<file path="config.mk">
export PLATFORM = sky130hd
export DESIGN_NAME = ignition_sequencer_flat
export DESIGN_NICKNAME = d
export VERILOG_FILES = /design/src/rtl/ignition_pkg.sv /design/src/rtl/ignition_sequencer_if.sv /design/src/rtl/chime_pattern_gen.sv /design/src/rtl/ignition_sequencer.sv /design/src/flat_wrapper.sv
export SDC_FILE = /design/constraint.sdc
export NUM_CORES = 1
export LEC_CHECK = 0
export ABC_AREA = 1
export CAP_MARGIN = 20
export CORE_MARGIN = 2
export CORE_UTILIZATION = 53
export CTS_CLUSTER_SIZE = 8
export DETAILED_ROUTE_END_ITERATION = 8
export MAX_ROUTING_LAYER = met4
export PLACE_DENSITY = 0.8
export SKIP_CTS_REPAIR_TIMING = 1
export SLEW_MARGIN = 20
export SYNTH_ARGS = -nofsm -noshare
export SYNTH_HDL_FRONTEND = slang
export SYNTH_SLANG_ARGS = --single-unit
</file>
<file path="constraint.sdc">
create_clock -name CLK -period 1.8 [get_ports CLK]
set_input_delay 0.27 -clock CLK [delete_from_list [all_inputs] [get_ports CLK]]
set_output_delay 0.27 -clock CLK [all_outputs]
set_load 0.05 [all_outputs]
</file>
<file path="src/rtl/ignition_pkg.sv">
// Shared definitions for the ignition sequencer: state codes, ENG_STATE width,
// chime source select codes and a small parameter helper.
package ignition_pkg;

    localparam int ENG_STATE_W = 3;

    localparam logic [ENG_STATE_W-1:0] ST_IDLE     = 3'd0;
    localparam logic [ENG_STATE_W-1:0] ST_PRECHECK = 3'd1;
    localparam logic [ENG_STATE_W-1:0] ST_CRANK    = 3'd2;
    localparam logic [ENG_STATE_W-1:0] ST_RUN      = 3'd3;
    localparam logic [ENG_STATE_W-1:0] ST_LOCKOUT  = 3'd4;

    typedef enum logic [1:0] {
        CHIME_NONE = 2'd0,
        CHIME_FAST = 2'd1,
        CHIME_SLOW = 2'd2
    } chime_src_t;

    function automatic int max3(input int a, input int b, input int c);
        int m;
        m = (a > b) ? a : b;
        return (m > c) ? m : c;
    endfunction

endpackage

</file>
<file path="src/rtl/ignition_sequencer_if.sv">
// Signal bundle between the interlock/driver side and the ignition sequencer.
interface ignition_sequencer_if;
    import ignition_pkg::*;

    logic                   START_PERMIT;
    logic                   KEY;
    logic                   BRK;
    logic                   START_BTN;
    logic                   ENGINE_RUNNING;
    logic                   WARN_PRI1;
    logic                   WARN_PRI2;
    logic                   CHIME_REQ;
    logic                   IGN_ON;
    logic                   STARTER;
    logic [ENG_STATE_W-1:0] ENG_STATE;
    logic                   FAULT;
    logic                   DENY;
    logic                   CHIME_OUT;

    modport master (
        output START_PERMIT, KEY, BRK, START_BTN, ENGINE_RUNNING,
        output WARN_PRI1, WARN_PRI2, CHIME_REQ,
        input  IGN_ON, STARTER, ENG_STATE, FAULT, DENY, CHIME_OUT
    );

    modport slave (
        input  START_PERMIT, KEY, BRK, START_BTN, ENGINE_RUNNING,
        input  WARN_PRI1, WARN_PRI2, CHIME_REQ,
        output IGN_ON, STARTER, ENG_STATE, FAULT, DENY, CHIME_OUT
    );

endinterface

</file>
<file path="src/rtl/chime_pattern_gen.sv">
// Beep pattern generator: fast (half-period on/off) or slow (short beep every
// four periods); the phase restarts on every source change so beeps start high.
module chime_pattern_gen
    import ignition_pkg::*;
#(
    parameter int CHIME_PERIOD = 16
) (
    input  logic       CLK,
    input  logic       RST,
    input  chime_src_t sel,
    output logic       CHIME_OUT
);

    localparam int SLOW_PERIOD = 4 * CHIME_PERIOD;
    localparam int PH_W        = $clog2(SLOW_PERIOD);
    localparam int HIGH_CYC    = CHIME_PERIOD / 2;

    chime_src_t        src_r;
    logic [PH_W-1:0]   phase_r;
    logic [PH_W-1:0]   phase_nxt_s;
    logic              chime_r;
    logic              chime_nxt_s;

    // Next phase and beep level for the currently selected source
    always_comb begin
        phase_nxt_s = PH_W'(0);
        chime_nxt_s = 1'b0;
        if (sel != src_r) begin
            phase_nxt_s = PH_W'(0);
        end else begin
            case (sel)
                CHIME_FAST: phase_nxt_s = (phase_r == PH_W'(CHIME_PERIOD - 1)) ? PH_W'(0) : phase_r + PH_W'(1);
                CHIME_SLOW: phase_nxt_s = (phase_r == PH_W'(SLOW_PERIOD - 1)) ? PH_W'(0) : phase_r + PH_W'(1);
                default:    phase_nxt_s = PH_W'(0);
            endcase
        end
        case (sel)
            CHIME_FAST, CHIME_SLOW: chime_nxt_s = (phase_nxt_s < PH_W'(HIGH_CYC));
            default:                chime_nxt_s = 1'b0;
        endcase
    end

    // Pattern phase, source tracking and registered beep output
    always_ff @(posedge CLK) begin
        if (RST) begin
            src_r   <= CHIME_NONE;
            phase_r <= PH_W'(0);
            chime_r <= 1'b0;
        end else begin
            src_r   <= sel;
            phase_r <= phase_nxt_s;
            chime_r <= chime_nxt_s;
        end
    end

    assign CHIME_OUT = chime_r;

endmodule

</file>
<file path="src/rtl/ignition_sequencer.sv">
// Ignition sequencer: IDLE/PRECHECK/CRANK/RUN/LOCKOUT with one shared counter.
// Define PRI2_START_BLOCK_EN to make WARN_PRI2 reject starts and abort PRECHECK.
module ignition_sequencer
    import ignition_pkg::*;
#(
    parameter int PRECHECK_CYC  = 4,
    parameter int CRANK_MAX_CYC = 20,
    parameter int LOCKOUT_CYC   = 50,
    parameter int CHIME_PERIOD  = 16
) (
    input logic                 CLK,
    input logic                 RST,
    ignition_sequencer_if.slave ign
);

    localparam int CNT_W = $clog2(max3(PRECHECK_CYC, CRANK_MAX_CYC, LOCKOUT_CYC)) + 1;

    logic [ENG_STATE_W-1:0] state_r;
    logic [ENG_STATE_W-1:0] state_nxt_s;
    logic [CNT_W-1:0]       cnt_r;
    logic                   btn_q_r;
    logic                   btn_edge_s;
    logic                   start_ok_s;
    logic                   pre_abort_s;
    logic                   deny_nxt_s;
    logic                   ign_on_r;
    logic                   starter_r;
    logic                   fault_r;
    logic                   deny_r;
    chime_src_t             chime_src_s;
    logic                   chime_out_s;

    assign btn_edge_s = ign.START_BTN & ~btn_q_r;

`ifdef PRI2_START_BLOCK_EN
    assign start_ok_s  = ign.BRK & ign.START_PERMIT & ~ign.WARN_PRI1 & ~ign.WARN_PRI2;
    assign pre_abort_s = ~ign.START_PERMIT | ~ign.KEY | ign.WARN_PRI2;
`else
    assign start_ok_s  = ign.BRK & ign.START_PERMIT & ~ign.WARN_PRI1;
    assign pre_abort_s = ~ign.START_PERMIT | ~ign.KEY;
`endif

    // Next-state decision; counter compares use "cycles already spent minus one"
    always_comb begin
        state_nxt_s = state_r;
        deny_nxt_s  = 1'b0;
        case (state_r)
            ST_IDLE: begin
                if (btn_edge_s) begin
                    if (start_ok_s) begin
                        state_nxt_s = ST_PRECHECK;
                    end else begin
                        deny_nxt_s = 1'b1;
                    end
                end else begin
                    state_nxt_s = ST_IDLE;
                end
            end
            ST_PRECHECK: begin
                if (pre_abort_s)                                  state_nxt_s = ST_IDLE;
                else if (cnt_r == CNT_W'(PRECHECK_CYC - 1))       state_nxt_s = ST_CRANK;
                else                                              state_nxt_s = ST_PRECHECK;
            end
            ST_CRANK: begin
                if (!ign.KEY || !ign.START_PERMIT)                state_nxt_s = ST_IDLE;
                else if (ign.ENGINE_RUNNING)                      state_nxt_s = ST_RUN;
                else if (cnt_r == CNT_W'(CRANK_MAX_CYC - 1))      state_nxt_s = ST_LOCKOUT;
                else                                              state_nxt_s = ST_CRANK;
            end
            ST_RUN: begin
                if (!ign.KEY)                                     state_nxt_s = ST_IDLE;
                else if (!ign.ENGINE_RUNNING)                     state_nxt_s = ST_IDLE;
                else if (btn_edge_s)                              state_nxt_s = ST_IDLE;
                else                                              state_nxt_s = ST_RUN;
            end
            ST_LOCKOUT: begin
                if (cnt_r == CNT_W'(LOCKOUT_CYC - 1))             state_nxt_s = ST_IDLE;
                else                                              state_nxt_s = ST_LOCKOUT;
            end
            default: state_nxt_s = ST_IDLE;
        endcase
    end

    // State, shared saturating counter, button history and registered Moore outputs
    always_ff @(posedge CLK) begin
        if (RST) begin
            state_r   <= ST_IDLE;
            cnt_r     <= CNT_W'(0);
            btn_q_r   <= 1'b1;
            ign_on_r  <= 1'b0;
            starter_r <= 1'b0;
            fault_r   <= 1'b0;
            deny_r    <= 1'b0;
        end else begin
            state_r <= state_nxt_s;
            btn_q_r <= ign.START_BTN;
            if (state_nxt_s != state_r) begin
                cnt_r <= CNT_W'(0);
            end else if (cnt_r != {CNT_W{1'b1}}) begin
                cnt_r <= cnt_r + CNT_W'(1);
            end else begin
                cnt_r <= cnt_r;
            end
            ign_on_r  <= (state_nxt_s == ST_PRECHECK) || (state_nxt_s == ST_CRANK) ||
                         (state_nxt_s == ST_RUN);
            starter_r <= (state_nxt_s == ST_CRANK);
            fault_r   <= (state_nxt_s == ST_LOCKOUT);
            deny_r    <= deny_nxt_s;
        end
    end

    // Chime source priority: urgent (fast) over priority-2 (slow) over silence
    always_comb begin
        chime_src_s = CHIME_NONE;
        if (ign.WARN_PRI1 || ign.CHIME_REQ) begin
            chime_src_s = CHIME_FAST;
        end else if (ign.WARN_PRI2) begin
            chime_src_s = CHIME_SLOW;
        end else begin
            chime_src_s = CHIME_NONE;
        end
    end

    chime_pattern_gen #(
        .CHIME_PERIOD (CHIME_PERIOD)
    ) u_chime (
        .CLK       (CLK),
        .RST       (RST),
        .sel       (chime_src_s),
        .CHIME_OUT (chime_out_s)
    );

    assign ign.IGN_ON    = ign_on_r;
    assign ign.STARTER   = starter_r;
    assign ign.ENG_STATE = state_r;
    assign ign.FAULT     = fault_r;
    assign ign.DENY      = deny_r;
    assign ign.CHIME_OUT = chime_out_s;

endmodule

</file>
<file path="src/flat_wrapper.sv">
// flat-port wrapper written by rule: the top's interface ports become plain ports
module ignition_sequencer_flat import ignition_pkg::*;
#(
    parameter int PRECHECK_CYC  = 4,
    parameter int CRANK_MAX_CYC = 20,
    parameter int LOCKOUT_CYC   = 50,
    parameter int CHIME_PERIOD  = 16
)
  (CLK, RST, ign_START_PERMIT, ign_KEY, ign_BRK, ign_START_BTN, ign_ENGINE_RUNNING, ign_WARN_PRI1, ign_WARN_PRI2, ign_CHIME_REQ, ign_IGN_ON, ign_STARTER, ign_ENG_STATE, ign_FAULT, ign_DENY, ign_CHIME_OUT);
  ignition_sequencer_if ign_i ();
  input logic CLK;
  input logic RST;
  input wire logic [$bits(ign_i.START_PERMIT)-1:0] ign_START_PERMIT;
  input wire logic [$bits(ign_i.KEY)-1:0] ign_KEY;
  input wire logic [$bits(ign_i.BRK)-1:0] ign_BRK;
  input wire logic [$bits(ign_i.START_BTN)-1:0] ign_START_BTN;
  input wire logic [$bits(ign_i.ENGINE_RUNNING)-1:0] ign_ENGINE_RUNNING;
  input wire logic [$bits(ign_i.WARN_PRI1)-1:0] ign_WARN_PRI1;
  input wire logic [$bits(ign_i.WARN_PRI2)-1:0] ign_WARN_PRI2;
  input wire logic [$bits(ign_i.CHIME_REQ)-1:0] ign_CHIME_REQ;
  output wire logic [$bits(ign_i.IGN_ON)-1:0] ign_IGN_ON;
  output wire logic [$bits(ign_i.STARTER)-1:0] ign_STARTER;
  output wire logic [$bits(ign_i.ENG_STATE)-1:0] ign_ENG_STATE;
  output wire logic [$bits(ign_i.FAULT)-1:0] ign_FAULT;
  output wire logic [$bits(ign_i.DENY)-1:0] ign_DENY;
  output wire logic [$bits(ign_i.CHIME_OUT)-1:0] ign_CHIME_OUT;
  assign ign_i.START_PERMIT = ign_START_PERMIT;
  assign ign_i.KEY = ign_KEY;
  assign ign_i.BRK = ign_BRK;
  assign ign_i.START_BTN = ign_START_BTN;
  assign ign_i.ENGINE_RUNNING = ign_ENGINE_RUNNING;
  assign ign_i.WARN_PRI1 = ign_WARN_PRI1;
  assign ign_i.WARN_PRI2 = ign_WARN_PRI2;
  assign ign_i.CHIME_REQ = ign_CHIME_REQ;
  assign ign_IGN_ON = ign_i.IGN_ON;
  assign ign_STARTER = ign_i.STARTER;
  assign ign_ENG_STATE = ign_i.ENG_STATE;
  assign ign_FAULT = ign_i.FAULT;
  assign ign_DENY = ign_i.DENY;
  assign ign_CHIME_OUT = ign_i.CHIME_OUT;
  ignition_sequencer #(.PRECHECK_CYC(PRECHECK_CYC), .CRANK_MAX_CYC(CRANK_MAX_CYC), .LOCKOUT_CYC(LOCKOUT_CYC), .CHIME_PERIOD(CHIME_PERIOD)) u_core (.CLK(CLK), .RST(RST), .ign(ign_i));
endmodule
</file>
# Word level (Yosys, flattened, before mapping)

Cells that the tools add are included.

Flip-flop bits (word level): 24
Input bits: 10
Word-level logic and storage cells: 72

Add/sub/neg operators: 2
Order comparisons: 1
Eq/ne operators: 18
Muxes and demuxes: 19
Bitwise operators: 11
Reductions and logical operators: 11

Operators with widths:

| operator                                             | count |
|---|---|
| two-way mux 3 bit                                    | 9 |
| two-way mux 6 bit                                    | 3 |
| one-hot mux 3 bit (5 select lines)                   | 1 |
| equality test 3 x 2 -> 1 bit (second input constant) | 4 |
| one-hot mux 6 bit (2 select lines)                   | 1 |
| two-way mux 2 bit                                    | 4 |
| adder 7 x 1 -> 7 bit (second input constant)         | 1 |
| equality test 7 x 2 -> 1 bit (second input constant) | 1 |
| equality test 7 x 5 -> 1 bit (second input constant) | 1 |
| equality test 7 x 6 -> 1 bit (second input constant) | 1 |
| inequality test 7 bit (second input constant)        | 1 |
| inverter 1 bit                                       | 7 |
| adder 6 x 1 -> 6 bit (second input constant)         | 1 |
| equality test 3 x 1 -> 1 bit (second input constant) | 2 |
| equality test 3 bit (second input constant)          | 2 |
| equality test 6 x 4 -> 1 bit (second input constant) | 1 |
| equality test 6 bit (second input constant)          | 1 |
| < comparator 6 x 4 -> 1 bit (second input constant)  | 1 |
| OR reduction 2 bit                                   | 3 |
| logical OR 1 bit                                     | 4 |
| bitwise AND 1 bit                                    | 3 |
| zero test 3 bit                                      | 1 |
| inequality test 3 bit                                | 1 |
| OR reduction 3 bit                                   | 1 |
| 6 further kinds                                      | 7 |

# Logic depth before layout (Yosys ltp)

Gate-level depths: netlist of run 1.

Depth after elaboration: 9
Gate-level depth with buffers: 11

# Cells and area by module

Synthesis of run 1 repeated with hierarchy kept, for this count alone.

Cells, all modules: 192
Area total of the unflattened synthesis: 1315.0 um^2

Modules (own cells, without submodules):

| module             | instances | cells each | area each (um^2) |
|---|---|---|---|
| ignition_sequencer | 1         | 132        | 864.6 |
| chime_pattern_gen  | 1         | 60         | 450.4 |

# Worst setup path before layout of run 1

OpenSTA, ideal clock, no wires.

Path kind: register to register
Start: register u_core.state_r[2] (netlist: u_core.ign.ENG_STATE[2])
End: register u_core.cnt_r[0]
Setup time: 0.065 ns
Arrival: 1.558 ns
Data required time: 1.735 ns
Setup slack: 0.177 ns
Cell stages (with the launch flop): 9
Buffers on the path: 0
Clock period less this slack: 1.623 ns
Path through: dfxtp_1 inv_1 nor3_1 o21ai_2 nand2_1 nand3_1 nand2_2 nand3_4 nor2_1

Longest elaborated chain between the ends: 5
Elaborated cells between the ends (all ways): 10
Those cells by class: eq/ne (5); mux (3); reduce/logical (2)

Ends and longest elaborated chain:

| item                                    | line                      | RTL |
|---|---|---|
| start, declared                         | ignition_sequencer.sv:18  | `logic [ENG_STATE_W-1:0] state_r;` |
| start signal, assigned                  | ignition_sequencer.sv:95  | `state_r <= state_nxt_s;` |
| two-way mux 3 bit                       | ignition_sequencer.sv:50  | `if (start_ok_s) begin` |
| two-way mux 3 bit                       | ignition_sequencer.sv:49  | `if (btn_edge_s) begin` |
| one-hot mux 3 bit (5 select lines)      | ignition_sequencer.sv:47  | `case (state_r)` |
| inequality test 3 bit (*)               | ignition_sequencer.sv:97  | `if (state_nxt_s != state_r) begin` |
| OR reduction 2 bit (no source line) (*) | n/a                       |  |
| end signal, assigned                    | ignition_sequencer.sv:100 | `cnt_r <= cnt_r + CNT_W'(1);` |
| end signal, assigned                    | ignition_sequencer.sv:102 | `cnt_r <= cnt_r;` |
| end, declared                           | ignition_sequencer.sv:20  | `logic [CNT_W-1:0] cnt_r;` |

Mark *: on every way between the ends. The rest lies on a longest branch, timed or not.
A chain may end at the register's enable or synchronous reset.

# Final worst setup path of run 1

Start: register u_core.fault_r (netlist: u_core.ign.FAULT)
End: output ign_FAULT

RTL lines:

| item                   | line                      | RTL |
|---|---|---|
| start, declared        | ignition_sequencer.sv:28  | `logic fault_r;` |
| start signal, assigned | ignition_sequencer.sv:107 | `fault_r <= (state_nxt_s == ST_LOCKOUT);` |
| end, declared          | flat_wrapper.sv:24        | `output wire logic [$bits(ign_i.FAULT)-1:0] ign_FAULT;` |

No word-level cell between the ends.

==> results of run 1 <==
==> how the worst min path moves through the flow <==
stage / from / end / slack (ps) / cells after the start
after detailed placement: u_core.u_chime.phase_r[0] / u_core.u_chime.phase_r[0] / 460 / 1
after global routing: u_core.u_chime.phase_r[0] / u_core.u_chime.phase_r[0] / 500 / 1
after floorplan: RST / u_core.btn_q_r / 370 / 1
after global placement: u_core.u_chime.phase_r[0] / u_core.u_chime.phase_r[0] / 440 / 1
after CTS: u_core.u_chime.phase_r[0] / u_core.u_chime.phase_r[0] / 480 / 1
final: u_core.u_chime.phase_r[0] / u_core.u_chime.phase_r[0] / 480 / 1
==> layout make-up <==
| cell class | instances | area, µm² |
|---|---|---|
| timing repair buffer | 18 | 175 |
| clock buffer | 3 | 22.5 |
| sequential | 24 | 480 |
| multi-input combinational | 130 | 682 |
| clock inverter | 1 | 30.0 |
| tap | 28 | 35.0 |
| fill | 193 | 707 |
| inverter | 27 | 101 |
==> cell families after synthesis <==
logic type,share of synthesized area
buffers and inverters,0.0829
xor gates and xnor gates,0.0484
and+or+nand+nor,0.397
adders and majority gates,0.0296
AOI/OAI and AO/OA,0.0632
DFF,0.379
==> stage by stage <==
| step | util | instances |
|---|---|---|
| global placement | 0.659 | 227 |
| floorplan | - | 182 |
| CTS | 0.682 | 231 |
| detailed placement | 0.659 | 227 |
| global route | 0.683 | 231 |
| finish | 0.683 | 231 |
==> sequential cells by signal, indices dropped and copies added, names as in the netlist, 2 cells and up <==
signal                  cells
u_core.u_chime.src_r        2
u_core.cnt_r                7
u_core.u_chime.phase_r      6
u_core.ign.ENG_STATE        3
==> power by group <==
part / internal (mW) / total, mW / switching [mW]
combinational: 0.0484 / 0.112 / 0.0637
clock: 0.225 / 0.378 / 0.153
sequential: 0.546 / 0.557 / 0.0117
==> layout by cell type (no fill, tap or decap), drive strengths merged <==
cell           count
a21oi              5
buf                3
bufinv             1
clkbuf             3
clkdlybuf4s50     14
dfxtp             24
dlymetal6s2s       1
ha                 3
inv               27
nand2             37
nand3             20
nand3b             1
nand4              3
nor2              38
nor3               4
nor4               2
o21ai              8
o21bai             1
or2                1
xor2               7
==> per-layer routing <==
metal	global-route usage	wire length (µm)	up-vias
met3	0.0706	169	4
met4	0.0513	29	0
met5	-	0	-
met2	0.371	1200	33
met1	0.265	1150	503
li1	-	-	616
==> flow_metrics.py, run 1 <==
metrics = {
    "run_status": {
        "status": "completed",
    },
    "drt": {
        "drt_iter0_drc": 30,
        "via_count": 1156,
        "dr.pass1.iters": 4,
        "drc": 0,
        "drt_wl_total_um": 2550,
        "ant_nets": 0,
        "wire_per_inst_um": 11.0,
        "routed_via_density": 5.00,
    },
    "clocking": {
        "cts_buffer_depth": 2,
        "cts.clk_slew.worst_paths_ps": 130,
        "cts_tree": "yes",
        "clock-sinks": 24,
        "cts_root_buf": "clkbuf_4",
        "cts_made_buffers": 3,
        "ctsHtreeMaxLevel": 1,
        "insertion_delay_ps": 310,
    },
    "critical_path": {
        "crit_path_end_kind": "output port",
        "cp_top_family": "buffers and inverters",
        "critPathLaunchType": "register",
        "path_max_fanout": 1,
        "r2r_slack_ps": 180,
        "cp_slowest_cell": "clkdlybuf4s50_1",
        "crit_path_cell_trace": "clkdlybuf4s50_1",
        "crit_start": "u_core.ign.FAULT",
        "crit_required_ps": 1530,
        "rr_worst_depth": 9,
        "r2r-start": "u_core.cnt_r[0]",
        "path_class": "reg2out",
        "critical_path.max_stage_delay_ps": 790,
        "critPathArrivalTime_ps": 1440,
        "r2r-end": "u_core.cnt_r[2]",
        "crit_cells": 1,
        "critical_path.endpoint": "ign_FAULT",
        "cp.buffers_inverters": 1,
    },
    "timing": {
        "fin_crit_ps": 1710,
        "setup_slack_ps": 90.8,
        "hold_viol": 0,
        "final-max-slew-violation-count": 0,
        "period_share": 0.950,
        "worstMarginPinSlew_ps": 498,
        "slew-limit-headroom": 0.667,
        "fmax_mhz": 585,
        "skew_ps": 13.0,
        "setup_viol": 0,
        "rsz0062_at_grt": "false",
        "setup-tns-final_ps": 0,
        "hold_slack_ps": 480,
    },
    "synthesis": {
        "ys_seq_elements": 24,
        "synthTopCellsByCount": "nand2_1, nor2_1, inv_1, dfxtp_1, nand3_1",
        "yosys-top-cells-area": "dfxtp_1, nand2_1, nor2_1",
        "ys_warn_count": 0,
        "yosysTopAreaCell": "dfxtp_1",
        "async_flop_share": 0,
        "synth_nets": 195,
        "synth_edf_count": 0,
        "synth_flop_cell": "dfxtp_1",
        "synth_top_area_share": 0.379,
        "synth_cell_types": 26,
        "avgSynthCellArea_um2": 6.96,
        "synth_area_mm2": 0.00127,
        "postSynthCellCount": 182,
        "yosysSeqAreaShare": 0.379,
    },
    "die": {
        "die_w_um": 52.9,
        "die_h_um": 52.9,
        "coreArea_mm2": 0.00223,
        "placementRows": 17,
        "io_pins": 18,
        "die-area_mm2": 0.00280,
        "start_util": 0.568,
    },
    "finish": {
        "drive_gt1_frac": 0.123,
        "insertedDiodeCount": 0,
        "final_area_mm2": 0.00153,
        "area_growth_pct": 20.4,
        "nNetsFinal": 217,
    },
    "global_routing": {
        "grt_pass1_vias": 1097,
        "grt_max_degree": 15,
        "grt_pass1_wl_um": 4490,
        "grt_overflow": 0,
        "track_usage": 0.224,
        "antenna_found_initial": 0,
    },
    "pwr": {
        "total_power_mw": 1.05,
        "ir_drop_v": 0.000749,
        "p_per_area_mw_per_mm2": 686,
        "p_leak_nw": 0.727,
    },
    "place": {
        "io_buffers": 17,
        "pre_cts_slack_ps": 3.80,
        "place_area_mm2": 0.00147,
        "place_congestion": 0.948,
        "dp_hpwl_um": 2000,
    },
    "job": {
        "maxCapViolations": 0,
    },
    "hold_path": {
        "hp-class": "reg2reg",
    },
}
(Power assumes the default switching activity.)
==> run 2, diff against run 1 <==
SETUP_SLACK_MARGIN = 0.05   (was not set)
==> flow_metrics.py, run 2 (synthesis results as in run 1) <==
metrics = {
    "clocking": {
        "cts_buffer_depth": 2,
        "cts_made_buffers": 3,
        "ctsHtreeMaxLevel": 1,
        "cts.clk_slew.worst_paths_ps": 110,
        "cts_tree": "yes",
        "cts_root_buf": "clkbuf_4",
        "insertion_delay_ps": 310,
        "clock-sinks": 24,
    },
    "timing": {
        "rsz0062_at_grt": "false",
        "hold_viol": 0,
        "skew_ps": 12.6,
        "final-max-slew-violation-count": 0,
        "fin_crit_ps": 1560,
        "slew-limit-headroom": 0.662,
        "setup_slack_ps": 243,
        "period_share": 0.865,
        "worstMarginPinSlew_ps": 506,
        "fmax_mhz": 642,
        "setup_viol": 0,
    },
    "critical_path": {
        "crit_top_cell": "nand2_2",
        "critPathLaunchType": "register",
        "crit_start": "u_core.cnt_r[0]",
        "r2r_slack_ps": 240,
        "r2r-start": "u_core.cnt_r[0]",
        "crit_required_ps": 2050,
        "cp_top_family": "simple AND/OR/NAND/NOR gates",
        "r2r-end": "u_core.cnt_r[2]",
        "path_max_fanout": 7,
        "critical_path.max_stage_delay_ps": 390,
        "critPathArrivalTime_ps": 1800,
        "cp.buffers_inverters": 0,
        "crit_cells": 9,
        "cp_slowest_cell": "dfxtp_2",
        "crit_path_end_kind": "register",
        "path_class": "reg2reg",
        "crit_path_cell_trace": "ha_1 -> nand2_2 -> nor2_2 -> nand3_2 -> nand2_1 -> nand3_1 -> nand2_2 -> nand3_4 -> nor2_1",
        "critical_path.endpoint": "u_core.cnt_r[2]",
        "rr_worst_depth": 9,
    },
    "place": {
        "pre_cts_slack_ps": 3.80,
        "dp_hpwl_um": 2000,
        "io_buffers": 17,
        "place_congestion": 0.948,
    },
    "drt": {
        "dr.pass1.iters": 4,
        "drc": 0,
        "drt_wl_total_um": 2560,
        "drt_iter0_drc": 29,
        "ant_nets": 0,
        "routed_via_density": 5.03,
        "wire_per_inst_um": 11.1,
        "via_count": 1162,
    },
    "finish": {
        "largest_reg_flops": 7,
        "drive_gt1_frac": 0.128,
        "regMostFlops": "u_core.cnt_r",
        "insertedDiodeCount": 0,
        "fill_cells": 189,
        "nNetsFinal": 217,
        "area_growth_pct": 21.5,
        "layout_common_cells": "nand2_1, nor2_1, inv_1",
    },
    "global_routing": {
        "grt_pass1_vias": 1097,
        "grt_pass1_wl_um": 4490,
        "grt_overflow": 0,
        "grt_max_degree": 15,
        "track_usage": 0.224,
        "antenna_found_initial": 0,
    },
    "pwr": {
        "p_leak_nw": 0.812,
        "p_per_area_mw_per_mm2": 680,
        "total_power_mw": 1.05,
        "ir_drop_v": 0.000749,
    },
    "hold_path": {
        "hp-class": "reg2reg",
        "hold_path_depth": 1,
    },
    "die": {
        "start_util": 0.568,
        "die-area_mm2": 0.00280,
        "die_w_um": 52.9,
        "coreArea_mm2": 0.00223,
        "io_pins": 18,
        "placementRows": 17,
        "die_h_um": 52.9,
    },
    "job": {
        "maxCapViolations": 0,
    },
    "run_status": {
        "status": "completed",
    },
}
## run 2: cell count changes in the layout (fill, tap and decap cells not counted)
cell	previous run	this run
clkdlybuf4s50_1	14	9
dlymetal6s2s_1	1	6
dfxtp_2	0	1
dfxtp_1	24	23
## run 2: cell type report
cell class / count / area [µm²] / area share
inverters: 27 / 101 / 0.0658
flip-flops and latches: 24 / 482 / 0.313
multi-input cells: 130 / 682 / 0.443
repair buffers: 18 / 188 / 0.122
clock inverters: 1 / 30.0 / 0.0195
well taps: 28 / 35.0 / 0.0227
clock buffers: 3 / 22.5 / 0.0146
## run 2: metrics by stage
step	area (µm²)	TNS [ps]	utilization	hold slack, ps	std cells
floorplan	1270	0	-	374	182
global placement	1470	0	0.659	440	227
detailed placement	1470	0	0.659	462	227
CTS	1520	-25.1	0.682	482	231
global route	1540	0	0.690	499	231
finish	1540	0	0.690	480	231
## run 2: worst min-delay path by stage
stage	start	end	slack, ps
6_report	u_core.u_chime.phase_r[0]	u_core.u_chime.phase_r[0]	480
5_1_grt	u_core.u_chime.phase_r[0]	u_core.u_chime.phase_r[0]	500
3_5_place_dp	u_core.u_chime.phase_r[0]	u_core.u_chime.phase_r[0]	460
2_1_floorplan	RST	u_core.btn_q_r	370
4_1_cts	u_core.u_chime.phase_r[0]	u_core.u_chime.phase_r[0]	480
3_3_place_gp	u_core.u_chime.phase_r[0]	u_core.u_chime.phase_r[0]	440
## run 2: worst reg2reg max path, stage by stage (launching register included)
cell and delay [ps]:
dfxtp_2 390, ha_1 240, nand2_2 100, nor2_2 150, nand3_2 110, nand2_1 120, nand3_1 90, nand2_2 90
nand3_4 100, nor2_1 110
## run 2: layer usage
layer / up-vias / global-route usage / share of wire / wire [µm]
met5: - / - / 0 / 0
met1: 507 / 0.265 / 0.45 / 1150
met2: 35 / 0.371 / 0.48 / 1220
li1: 616 / - / - / -
met4: 0 / 0.0513 / 0.011 / 29
met3: 4 / 0.0706 / 0.062 / 160
## run 2: power breakdown
part / internal, mW / switching, mW
sequential: 0.546 / 0.0116
combinational: 0.0481 / 0.0635
clock: 0.225 / 0.153
total: 0.820 / 0.228
